--- config.mk ---
export PLATFORM = sky130hd
export DESIGN_NAME = mux_arb_nto1
export DESIGN_NICKNAME = d
export VERILOG_FILES = /design/src/rtl/mux_pkg.sv /design/src/rtl/mux_arb_nto1_rr_arbiter.sv /design/src/rtl/mux_arb_nto1.sv
export SDC_FILE = /design/constraint.sdc
export NUM_CORES = 1
export LEC_CHECK = 0
export ABC_AREA = 1
export CAP_MARGIN = 5
export CORE_AREA = 3 3 61 119
export DETAILED_ROUTE_END_ITERATION = 10
export DIE_AREA = 0 0 64 122
export MAX_ROUTING_LAYER = met4
export PLACE_DENSITY = 0.86
export SLEW_MARGIN = 15
export SYNTH_ARGS = -nofsm -noshare
export SYNTH_HDL_FRONTEND = slang
export SYNTH_HIERARCHICAL = 1
export SYNTH_SLANG_ARGS = --single-unit
export TNS_END_PERCENT = 30
--- constraint.sdc ---
create_clock -name clk -period 5.5 [get_ports clk]
set_input_delay 1.1 -clock clk [delete_from_list [all_inputs] [get_ports clk]]
set_output_delay 1.1 -clock clk [all_outputs]
set_load 0.05 [all_outputs]
--- src/rtl/mux_pkg.sv ---
// Shared constants and helpers for the N-to-1 mux/arbiter.
package mux_pkg;

    localparam int MODE_DIRECT = 0;
    localparam int MODE_RR     = 1;

    function automatic int sel_width(input int n);
        return (n > 1) ? $clog2(n) : 1;
    endfunction

endpackage

--- src/rtl/mux_arb_nto1_rr_arbiter.sv ---
// Round-robin grant search: first asserted request at or after ptr, wrapping modulo N.
module rr_arbiter
    import mux_pkg::*;
#(
    parameter  int N    = 4,
    localparam int SELW = sel_width(N)
) (
    input  logic [N-1:0]    req,
    input  logic [SELW-1:0] ptr,
    output logic [SELW-1:0] gnt_idx,
    output logic            gnt_any
);

    localparam logic [SELW:0] NUM = (SELW+1)'(N);

    logic [SELW:0] cand;

    always_comb begin
        gnt_idx = '0;
        gnt_any = 1'b0;
        cand    = '0;
        for (int k = 0; k < N; k++) begin
            // ptr < N and k < N, so one subtraction brings cand back into range
            cand = {1'b0, ptr} + (SELW+1)'(k);
            if (cand >= NUM)
                cand = cand - NUM;
            if (!gnt_any && req[cand[SELW-1:0]]) begin
                gnt_any = 1'b1;
                gnt_idx = cand[SELW-1:0];
            end
        end
    end

endmodule

--- src/rtl/mux_arb_nto1.sv ---
// N-to-1 channel mux with a single registered output stage; direct select or round-robin.
module mux_arb_nto1
    import mux_pkg::*;
#(
    parameter  int WIDTH = 32,
    parameter  int N     = 4,
    parameter  int MODE  = MODE_DIRECT,
    localparam int SELW  = sel_width(N)
) (
    input  logic               clk,
    input  logic               rst,
    input  logic [SELW-1:0]    sel,
    input  logic [N*WIDTH-1:0] din,
    input  logic [N-1:0]       din_valid,
    output logic [N-1:0]       din_ready,
    output logic [WIDTH-1:0]   dout,
    output logic               dout_valid,
    input  logic               dout_ready,
    output logic [SELW-1:0]    dout_chan
);

    localparam logic [SELW:0] NUM = (SELW+1)'(N);

    logic              load;
    logic              xfer;
    logic [SELW-1:0]   gnt_idx;
    logic              gnt_any;
    logic [SELW-1:0]   ptr;
    logic [WIDTH-1:0]  sel_data;
    logic              sel_vld;

    assign load = !dout_valid || dout_ready;

    generate
        if (MODE == MODE_RR) begin : g_rr
            logic unused_sel;
            assign unused_sel = ^sel;

            rr_arbiter #(.N(N)) u_arb (
                .req     (din_valid),
                .ptr     (ptr),
                .gnt_idx (gnt_idx),
                .gnt_any (gnt_any)
            );

            always_ff @(posedge clk or posedge rst) begin
                if (rst)
                    ptr <= '0;
                else if (xfer)
                    ptr <= (gnt_idx == SELW'(N-1)) ? '0 : gnt_idx + SELW'(1);
            end
        end else begin : g_direct
            // Out-of-range select (non power-of-two N) yields no grant at all
            assign gnt_idx = sel;
            assign gnt_any = ({1'b0, sel} < NUM);
            assign ptr     = '0;
        end
    endgenerate

    always_comb begin
        sel_data = '0;
        sel_vld  = 1'b0;
        for (int i = 0; i < N; i++) begin
            if (gnt_any && gnt_idx == SELW'(i)) begin
                sel_data = din[i*WIDTH +: WIDTH];
                sel_vld  = din_valid[i];
            end
        end
    end

    always_comb begin
        din_ready = '0;
        for (int i = 0; i < N; i++)
            din_ready[i] = !rst && gnt_any && load && (gnt_idx == SELW'(i));
    end

    assign xfer = gnt_any && load && sel_vld;

    always_ff @(posedge clk or posedge rst) begin
        if (rst) begin
            dout       <= '0;
            dout_valid <= 1'b0;
            dout_chan  <= '0;
        end else if (load) begin
            dout_valid <= xfer;
            if (xfer) begin
                dout      <= sel_data;
                dout_chan <= gnt_idx;
            end
        end
    end

endmodule
# Word level (Yosys, flattened, before mapping)
# Cells that the tools add are included.
[word_totals]
register_bits = 35
input_bits = 137
output_inout_bits = 39
elab_cells = 25
[op_classes]
eq_ne = 3
muxes = 8
reduce_logical = 11
[op_table]
columns = ["operator", "count"]
rows = [
  ["$mux W32", 4],
  ["$logic_and A1 B1 Y1", 6],
  ["$eq A2 B2 Y1 const B", 2],
  ["$mux W1", 4],
  ["$eq A2 B1 Y1 const B", 1],
  ["$logic_not A1 Y1", 2],
  ["$logic_not A2 Y1", 1],
  ["$reduce_and A2 Y1", 1],
  ["$logic_or A1 B1 Y1", 1],
]

# Logic depth before layout (Yosys ltp)
# Gate-level depths: netlist (run 1).
[depth]
ltp_word = 7
ltp_mapped = 10
mapped_depth_nobuf = 8

# Least setup slack after synthesis (run 1)
# No wires, ideal clock.
[synth_timing]
path_type = "input-to-output"
startpoint = "in rst"
endpoint = "out din_ready[0]"
arrival_time_ns = 3.170
path_slack_ns = 1.230
cell_stages = 3
n_path_buf = 0
path_cell_list = "inv_1 -> nand2_1 -> nor3_1"
[synth_between]
elab_chain_len = 3
[synth_lines]
columns = ["element", "line_no", "source"]
rows = [
  ["start, declared", "mux_arb_nto1.sv:11", "input logic rst,"],
  ["$logic_not A1 Y1 (no line)", "-", ""],
  ["$logic_and A1 B1 Y1 (2 in a row)", "mux_arb_nto1.sv:74", "din_ready[i] = !rst && gnt_any && load && (gnt_idx == SELW'(i));"],
  ["end, declared", "mux_arb_nto1.sv:15", "output logic [N-1:0] din_ready,"],
]
# Every way passes these cells.

# Worst setup path in the final report (run 1)
[layout_timing]
startpoint = "in sel[1]"
endpoint = "out din_ready[3]"
[layout_between]
elab_chain_len = 2
[layout_lines]
columns = ["element", "line_no", "source"]
rows = [
  ["start, declared", "mux_arb_nto1.sv:12", "input logic [SELW-1:0] sel,"],
  ["$eq A2 B2 Y1", "mux_arb_nto1.sv:74", ""],
  ["$logic_and A1 B1 Y1", "mux_arb_nto1.sv:74", ""],
]
# Every way passes these cells.

==> results of run 1 <==
[power by group through the flow]
stage          Sequential [mW]  Clock, mW  Combinational [mW]
6_report                 0.347      0.260               0.597
5_1_grt                  0.353      0.276               0.633
4_1_cts                  0.347      0.268               0.602
3_5_place_dp             0.350          0               0.601
3_3_place_gp             0.347          0               0.594
2_1_floorplan            0.552          0               0.145
[synth_stat cells]
library cell,n
buf_4,5
inv_4,1
clkinv_1,1
nand4_1,32
nand2_1,107
dfrtp_1,35
buf_2,14
nand2_4,2
clkbuf_1,11
nor3_1,4
nor2_8,1
inv_1,4
buf_6,4
nand3_1,131
nand3_2,1
[layout by cell type, fill, tap and decap left out]
cell type,n
buf_2,2
buf_4,5
clkbuf_1,2
clkbuf_16,5
clkdlybuf4s50_1,173
clkinv_1,1
clkinv_2,1
dfrtp_1,35
inv_1,4
inv_4,1
nand2_1,107
nand2_4,2
nand3_1,131
nand3_2,1
nand4_1,32
nor2_8,1
nor3_1,4
[critical path, delay by kind of cell]
kind / cells / cell delay [ns]
buffers and inverters: 3 / 1.51
and+or+nand+nor: 1 / 0.26
[stage by stage]
| stage | cell area [sq um] | setup WS, ns | power, mW |
|---|---|---|---|
| after detailed placement | 4120 | 1.57 | 0.951 |
| final | 4260 | 1.53 | 1.20 |
| after floorplan | 2420 | 1.23 | 0.697 |
| after CTS | 4260 | 1.55 | 1.22 |
| after global placement | 4120 | 1.59 | 0.941 |
| after global routing | 4260 | 1.41 | 1.26 |
[flip-flops by register name, summed over array words and instances (netlist names)]
signal,count
dout,32
dout_chan,2
dout_valid,1
[metal layers]
| layer | GRT usage, % | vias to the layer above | share of wire [%] |
|---|---|---|---|
| li1 | - | 1530 | - |
| met1 | 24.9 | 1445 | 33 |
| met2 | 46.7 | 154 | 57 |
| met3 | 4.15 | 24 | 6.1 |
| met4 | 12.0 | 0 | 4.1 |
| met5 | - | - | 0 |
[worst min-delay path by stage]
stage | start | end | slack [ns]
6_report | dout[19] | dout[19] | 0.47
5_1_grt | dout[12] | dout[12] | 0.49
4_1_cts | dout_chan[1] | dout_chan[1] | 0.47
3_5_place_dp | dout_chan[1] | dout_chan[1] | 0.46
3_3_place_gp | dout[14] | dout[14] | 0.45
2_1_floorplan | dout[12] | dout[12] | 0.75
[cell families (layout without fill, tap and decap cells)]
group / Yosys count / after routing / synth area share [%]
simple gates: 278 / 278 / 54.9
buf+inv: 40 / 194 / 9.03
flops: 35 / 35 / 36.1
[cell type report]
class	count	share of cell area [%]
repair buffers	180	41.8
flip-flops and latches	35	20.6
well taps	86	2.53
clock inverters	1	0.118
inverters	6	0.588
multi-input cells	278	31.3
clock buffers	7	3.12
==> impl_metrics.ini, run 1 <==
[status]
status = finished clean

[drt]
detail_route.drc_violations = 0
drt-total-wl_mm = 9.51
vias = 3153
firstDrtPassIters = 5
viasPerCell = 5.32
wl_per_cell_um = 16.0
antenna_left = 0
drt_iter0_drc = 154

[grt]
grt_max_degree = 71
grt_pass1_wl_mm = 15.0
grt_usage_pct = 25.2
grt_pass1_vias = 3146
grt_overflow = 0
antenna_found_initial = 0

[critical_path]
max_stage_delay_ns = 0.84
cp.arrival_ns = 2.87
cp.required_ns = 4.40
worstRegToRegCells = 5
reg2reg_slack_ns = 3.99
r2r_start = dout_valid
path_class = in2out
cp-end-kind = output port
r2r_end = dout[5]
cp-startpoint = sel[1]
crit_chain = buf_2 -> clkinv_1 -> nor3_1 -> clkdlybuf4s50_1
crit_path_end = din_ready[3]
cp-start-kind = input pin
slowest_stage = clkdlybuf4s50_1
critPathMaxFanout = 20

[synthesis]
ys_ff_latch = 35
ys_types = 15
syn_inst = 353
synth_top_cell_area_share_pct = 36.1
syn_area_per_cell_sq_um = 6.87
synth.cell_area_sq_um = 2420
yosys-top-cells-area = dfrtp_1 36%, nand3_1 27%, nand2_1 17%
ys_seq_area_share_pct = 36.1
synth_area_leader_cell = dfrtp_1
yosys_warnings = 6
synth_fp_nets = 490

[place]
place_hpwl_mm = 7.06
dp_cells = 585
io_buffer_count = 175
routabilityCongestion = 0.876

[finish]
diodes = 0
fin_util_pct = 66.4
multi_input_area_sq_um = 1330
nNetsFinal = 643
final_cells = 593
fillers = 565
drive_gt1_share_pct = 3.55
syn2layout_area_growth_pct = 75.5
regArea_sq_um = 876

[clocking]
numCtsBuffers = 5
path_clk_slew_ns = 0.05
cts.sinks = 35
post-cts-setup-buffers = 0
htreeDepth = 2
clk_latency_ns = 0.27
cts_hold_buf = 0
clockBufferDepth = 2
cts_resized = 0
root_buffer = clkbuf_16
cts_tree = built

[floorplan]
coreArea_sq_um = 6410
row_count = 41
initial_core_util_pct = 37.8
fp.dieArea_sq_um = 7810
die_w_um = 64
io-pin-count = 176
die_y_um = 122

[sta]
final.min_clock_period_ns = 3.97
drv_slew = 0
fmaxAchievable_mhz = 252
tightestPinTransition_ns = 0.725
period_share_pct = 72.2
fin_skew_ns = 0.00179
hold-worst-slack_ns = 0.467
hold_violations = 0
rsz0062_at_grt = false
slew_headroom_pct = 51.6
finalSetupTns_ns = 0
finalSetupViolCount = 0

[power_and_ir_drop]
switching_share_pct = 41.0
peakVddDrop_mv = 0.157
p_per_area_nw_per_um2 = 283
p_clk_share_pct = 21.6
combPwrFrac_pct = 49.6
p_int_mw = 0.711
p_leak_nw = 1.84
p_sw_mw = 0.493
seq_power_share_pct = 28.8

[min_path]
hold_path.class = reg2reg
worstHoldPathCells = 2

[run]
drv_cap = 0
Note: power is estimated with default switching activity, not from simulation.
==> run 2, diff against run 1 <==
--- a/config.mk
+++ b/config.mk
@@ -7,11 +7,11 @@
 export LEC_CHECK = 0
 export ABC_AREA = 1
 export CAP_MARGIN = 5
-export CORE_AREA = 3 3 61 119
+export CORE_AREA = 3 3 63 124
 export DETAILED_ROUTE_END_ITERATION = 10
-export DIE_AREA = 0 0 64 122
+export DIE_AREA = 0 0 66 127
 export MAX_ROUTING_LAYER = met4
-export PLACE_DENSITY = 0.86
+export PLACE_DENSITY = 0.8
 export SLEW_MARGIN = 15
 export SYNTH_ARGS = -nofsm -noshare
 export SYNTH_HDL_FRONTEND = slang
==> constraint.sdc (replaced) <==
create_clock -name clk -period 3.8 [get_ports clk]
set_input_delay 0.76 -clock clk [delete_from_list [all_inputs] [get_ports clk]]
set_output_delay 0.76 -clock clk [all_outputs]
set_load 0.05 [all_outputs]
==> run 2 against run 1 <==
Design area increased by 1.2%. First-iteration DRC count up 52%. Clock skew up 0.0022 ns. Via count fell by 1.0%. Combinational power rose by 45%. Core utilization shrank 4.3 points. Critical endpoint unchanged. Largest cell class unchanged. Largest power group unchanged. Highest routed layer unchanged. Worst setup slack got worse by 0.51 ns.
==> impl_metrics.ini, run 2 (synthesis gave the netlist of run 1 again) <==
[critical_path]
path_class = in2out
r2r_start = dout_valid
cp.required_ns = 3.04
critPathMaxFanout = 35
r2r_end = dout[27]
cp-startpoint = sel[0]
cp-start-kind = input pin
cp.arrival_ns = 2.02
worstRegToRegCells = 5
crit_path_end = din_ready[3]
reg2reg_slack_ns = 2.27
cp-end-kind = output port

[power_and_ir_drop]
combPwrFrac_pct = 49.7
p_clk_share_pct = 21.4
p_int_mw = 1.03
switching_share_pct = 40.7
seq_power_share_pct = 28.9
p_sw_mw = 0.711
peakVddDrop_mv = 0.238
p_leak_nw = 1.86
p_per_area_nw_per_um2 = 405

[finish]
regMostFlops = dout
largest_reg_flops = 32
final_common_cell = clkdlybuf4s50_1
reg_top3 = dout (32), dout_chan (2), dout_valid (1)
multi_input_area_sq_um = 1330
regArea_sq_um = 876
drive_gt1_share_pct = 4.53
layout_common_cells = 169 x clkdlybuf4s50_1, 131 x nand3_1, 107 x nand2_1
fillers = 623
syn2layout_area_growth_pct = 77.7
diodes = 0
nNetsFinal = 644
fin_util_pct = 62.1
postLayoutCellArea_sq_um = 4310

[grt]
grt_usage_pct = 22.6
antenna_found_initial = 0
grt_pass1_vias = 3087
grt_max_degree = 46
grt_overflow = 0
grt_pass1_wl_mm = 14.4

[min_path]
hold_path.class = reg2reg

[drt]
drt_iter0_drc = 234
wl_per_cell_um = 15.7
viasPerCell = 5.22
vias = 3121
drt-total-wl_mm = 9.36
detail_route.drc_violations = 0
antenna_left = 0
firstDrtPassIters = 4

[floorplan]
initial_core_util_pct = 34.9
coreArea_sq_um = 6940
row_count = 43
io-pin-count = 176
die_w_um = 66
die_y_um = 127
fp.dieArea_sq_um = 8380

[clocking]
cts_hold_buf = 0
root_buffer = clkbuf_16
path_clk_slew_ns = 0.05
post-cts-setup-buffers = 0
clk_latency_ns = 0.27
cts_tree = built
clockBufferDepth = 2
numCtsBuffers = 5
htreeDepth = 2
cts.sinks = 35
cts_resized = 0

[status]
status = finished clean

[sta]
period_share_pct = 73.3
drv_slew = 0
fin_skew_ns = 0.00397
final.min_clock_period_ns = 2.78
finalSetupTns_ns = 0
finalSetupViolCount = 0
tightestPinTransition_ns = 0.567
rsz0062_at_grt = false
slew_headroom_pct = 62.1
fmaxAchievable_mhz = 359
hold_violations = 0

[place]
place_hpwl_mm = 6.99
detailed_place.area_sq_um = 4170
routabilityCongestion = 0.957
io_buffer_count = 175

[run]
drv_cap = 0
## run 2: through the flow
stage	total power [mW]	hold slack, ns	cells	setup WS (ns)
2_1_floorplan	1.01	0.750	353	0.210
3_3_place_gp	1.37	0.454	590	0.969
5_1_grt	1.84	0.482	598	0.908
4_1_cts	1.76	0.471	598	1.01
3_5_place_dp	1.38	0.458	590	0.890
6_report	1.74	0.464	598	1.02
## run 2: worst min path at each step
| stage | startpoint | endpoint | slack (ns) | cells after the start |
|---|---|---|---|---|
| final | dout[7] | dout[7] | 0.46 | 2 |
| after global routing | dout[12] | dout[12] | 0.48 | 2 |
| after CTS | dout[7] | dout[7] | 0.47 | 2 |
| after detailed placement | dout[7] | dout[7] | 0.46 | 2 |
| after global placement | dout[11] | dout[11] | 0.45 | 2 |
| after floorplan | dout[12] | dout[12] | 0.75 | 2 |
## run 2: power by group through the flow
stage | Clock, mW | Combinational (mW) | Sequential (mW)
after floorplan | 0 | 0.210 | 0.798
after global placement | 0 | 0.863 | 0.507
after detailed placement | 0 | 0.873 | 0.509
after CTS | 0.386 | 0.874 | 0.504
after global routing | 0.407 | 0.918 | 0.513
final | 0.373 | 0.867 | 0.504
## run 2: routing by layer
metal,vias to the layer above,share of wire [%],track usage (%)
met3,24,5.7,2.55
met5,-,0,-
met4,0,4.8,11.1
met2,141,55,41.8
li1,1530,-,-
met1,1426,34,22.7
## run 2: final cells by class
type | instances | area share (%)
flip-flops and latches | 35 | 20.3
repair buffers | 181 | 42.4
multi-input cells | 278 | 30.9
clock buffers | 7 | 3.08
well taps | 90 | 2.61
clock inverters | 1 | 0.116
inverters | 6 | 0.581
## run 2: critical path, stage by stage
cell	delay (ns)
buf_2	0.39
inv_4	0.26
nor3_1	0.40
buf_12	0.19
==> run 3, diff against run 2 <==
==> constraint.sdc (replaced) <==
create_clock -name clk -period 2.7 [get_ports clk]
set_input_delay 0.54 -clock clk [delete_from_list [all_inputs] [get_ports clk]]
set_output_delay 0.54 -clock clk [all_outputs]
set_load 0.05 [all_outputs]
==> run 3 against run 2 <==
Combinational power grew 43%. Sequential share of layout area shrank 0.32 points. Worst setup slack lost 0.55 ns. Final cell count grew 1.0%. Routed wire length grew 2.9%. First-iteration DRC count shrank 20%. Critical path type unchanged. Critical endpoint is now din_ready[0]. Highest routed layer unchanged.
==> impl_metrics.ini, run 3 (synthesis gave the netlist of run 1 again) <==
[status]
status = finished clean

[clocking]
numCtsBuffers = 5
clk_latency_ns = 0.27
htreeDepth = 2
post-cts-setup-buffers = 0
clockBufferDepth = 2
root_buffer = clkbuf_16
cts_resized = 0
cts_tree = built
path_clk_slew_ns = 0.05
cts.sinks = 35
cts_hold_buf = 0

[finish]
fin_util_pct = 63.1
diodes = 0
layout_common_cells = 169 x clkdlybuf4s50_1, 131 x nand3_1, 107 x nand2_1
final_cells = 604
final_common_cell = clkdlybuf4s50_1
largest_reg_flops = 32
syn2layout_area_growth_pct = 80.5
reg_top3 = dout (32), dout_chan (2), dout_valid (1)
postLayoutCellArea_sq_um = 4380
drive_gt1_share_pct = 6.61
regMostFlops = dout
nNetsFinal = 650

[drt]
detail_route.drc_violations = 0
viasPerCell = 5.27
drt-total-wl_mm = 9.63
wl_per_cell_um = 15.9
antenna_left = 0
vias = 3181
drt_iter0_drc = 188
firstDrtPassIters = 4

[place]
place_hpwl_mm = 7.10
dp_cells = 596
routabilityCongestion = 0.830
io_buffer_count = 175
detailed_place.area_sq_um = 4240

[floorplan]
fp.dieArea_sq_um = 8380
io-pin-count = 176
die_y_um = 127
coreArea_sq_um = 6940
die_w_um = 66
initial_core_util_pct = 34.9
row_count = 43

[critical_path]
path_class = in2out
cp.required_ns = 2.16
cp-start-kind = input pin
critPathMaxFanout = 4
cp-end-kind = output port
cp.arrival_ns = 1.70

[min_path]
hold_path.class = reg2reg

[sta]
finalSetupTns_ns = 0
tightestPinTransition_ns = 0.559
fmaxAchievable_mhz = 447
period_share_pct = 82.8
finalSetupViolCount = 0
slew_headroom_pct = 62.6
final.min_clock_period_ns = 2.24
rsz0062_at_grt = false
drv_slew = 0
hold-worst-slack_ns = 0.466
hold_violations = 0
fin_skew_ns = 0.00324

[power_and_ir_drop]
p_leak_nw = 1.89
p_per_area_nw_per_um2 = 567
peakVddDrop_mv = 0.264

[grt]
grt_max_degree = 37
grt_pass1_vias = 3189
grt_pass1_wl_mm = 15.1
grt_overflow = 0
antenna_found_initial = 0
grt_usage_pct = 23.5

[run]
drv_cap = 0
run 3: changes by cell type in the layout (fill, tap and decap cells not counted):
| cell | change |
|---|---|
| nor3_1 | -4 |
| clkinvlp_4 | +1 |
| inv_1 | -1 |
| buf_4 | +6 |
| nor3_2 | +4 |
run 3: layout make-up:
cell class	count	area, sq um
fill	636	2560
inverter	6	28.8
clock inverter	1	5.00
clock buffer	7	133
timing repair buffer	187	1870
tap	90	113
multi-input combinational	278	1350
sequential	35	876
run 3: final timing paths:
kind | end | slack, ns | depth (start not counted) | start
hold / removal | dout[11] | 0.47 | 2 | dout[11]
setup / recovery | din_ready[0] | 0.46 | 6 | dout_ready
min in group asynchronous | dout[29] | 0.76 | 3 | rst
hold reg to reg | dout[11] | 0.47 | 2 | dout[11]
max in group asynchronous | dout[12] | 1.62 | 3 | rst
setup reg to reg | dout[17] | 1.22 | 5 | dout_valid
run 3: metal layers:
layer | wire length [um] | share of wire, % | global-route usage, % | vias up
met3 | 584 | 6.1 | 2.90 | 30
li1 | - | - | - | 1540
met5 | 0 | 0 | - | -
met2 | 5130 | 53 | 41.8 | 163
met1 | 3450 | 36 | 24.3 | 1448
met4 | 465 | 4.8 | 12.6 | 0
run 3: worst max-delay path, cell delays in order:
cell             delay (ns)
clkdlybuf4s50_1        0.45
inv_1                  0.03
nand2_1                0.07
nand2_1                0.18
nor3_2                 0.25
buf_12                 0.17
run 3: stage by stage:
step                power (mW)  setup WS, ns
finish                    2.48         0.464
global route              2.61         0.386
CTS                       2.50         0.456
detailed placement        1.96         0.460
global placement          1.94         0.505
floorplan                 1.42         0.342
run 3: where the power goes:
group / switching [mW] / internal [mW]
combinational: 0.759 / 0.480
clock: 0.200 / 0.341
sequential: 0.0609 / 0.642
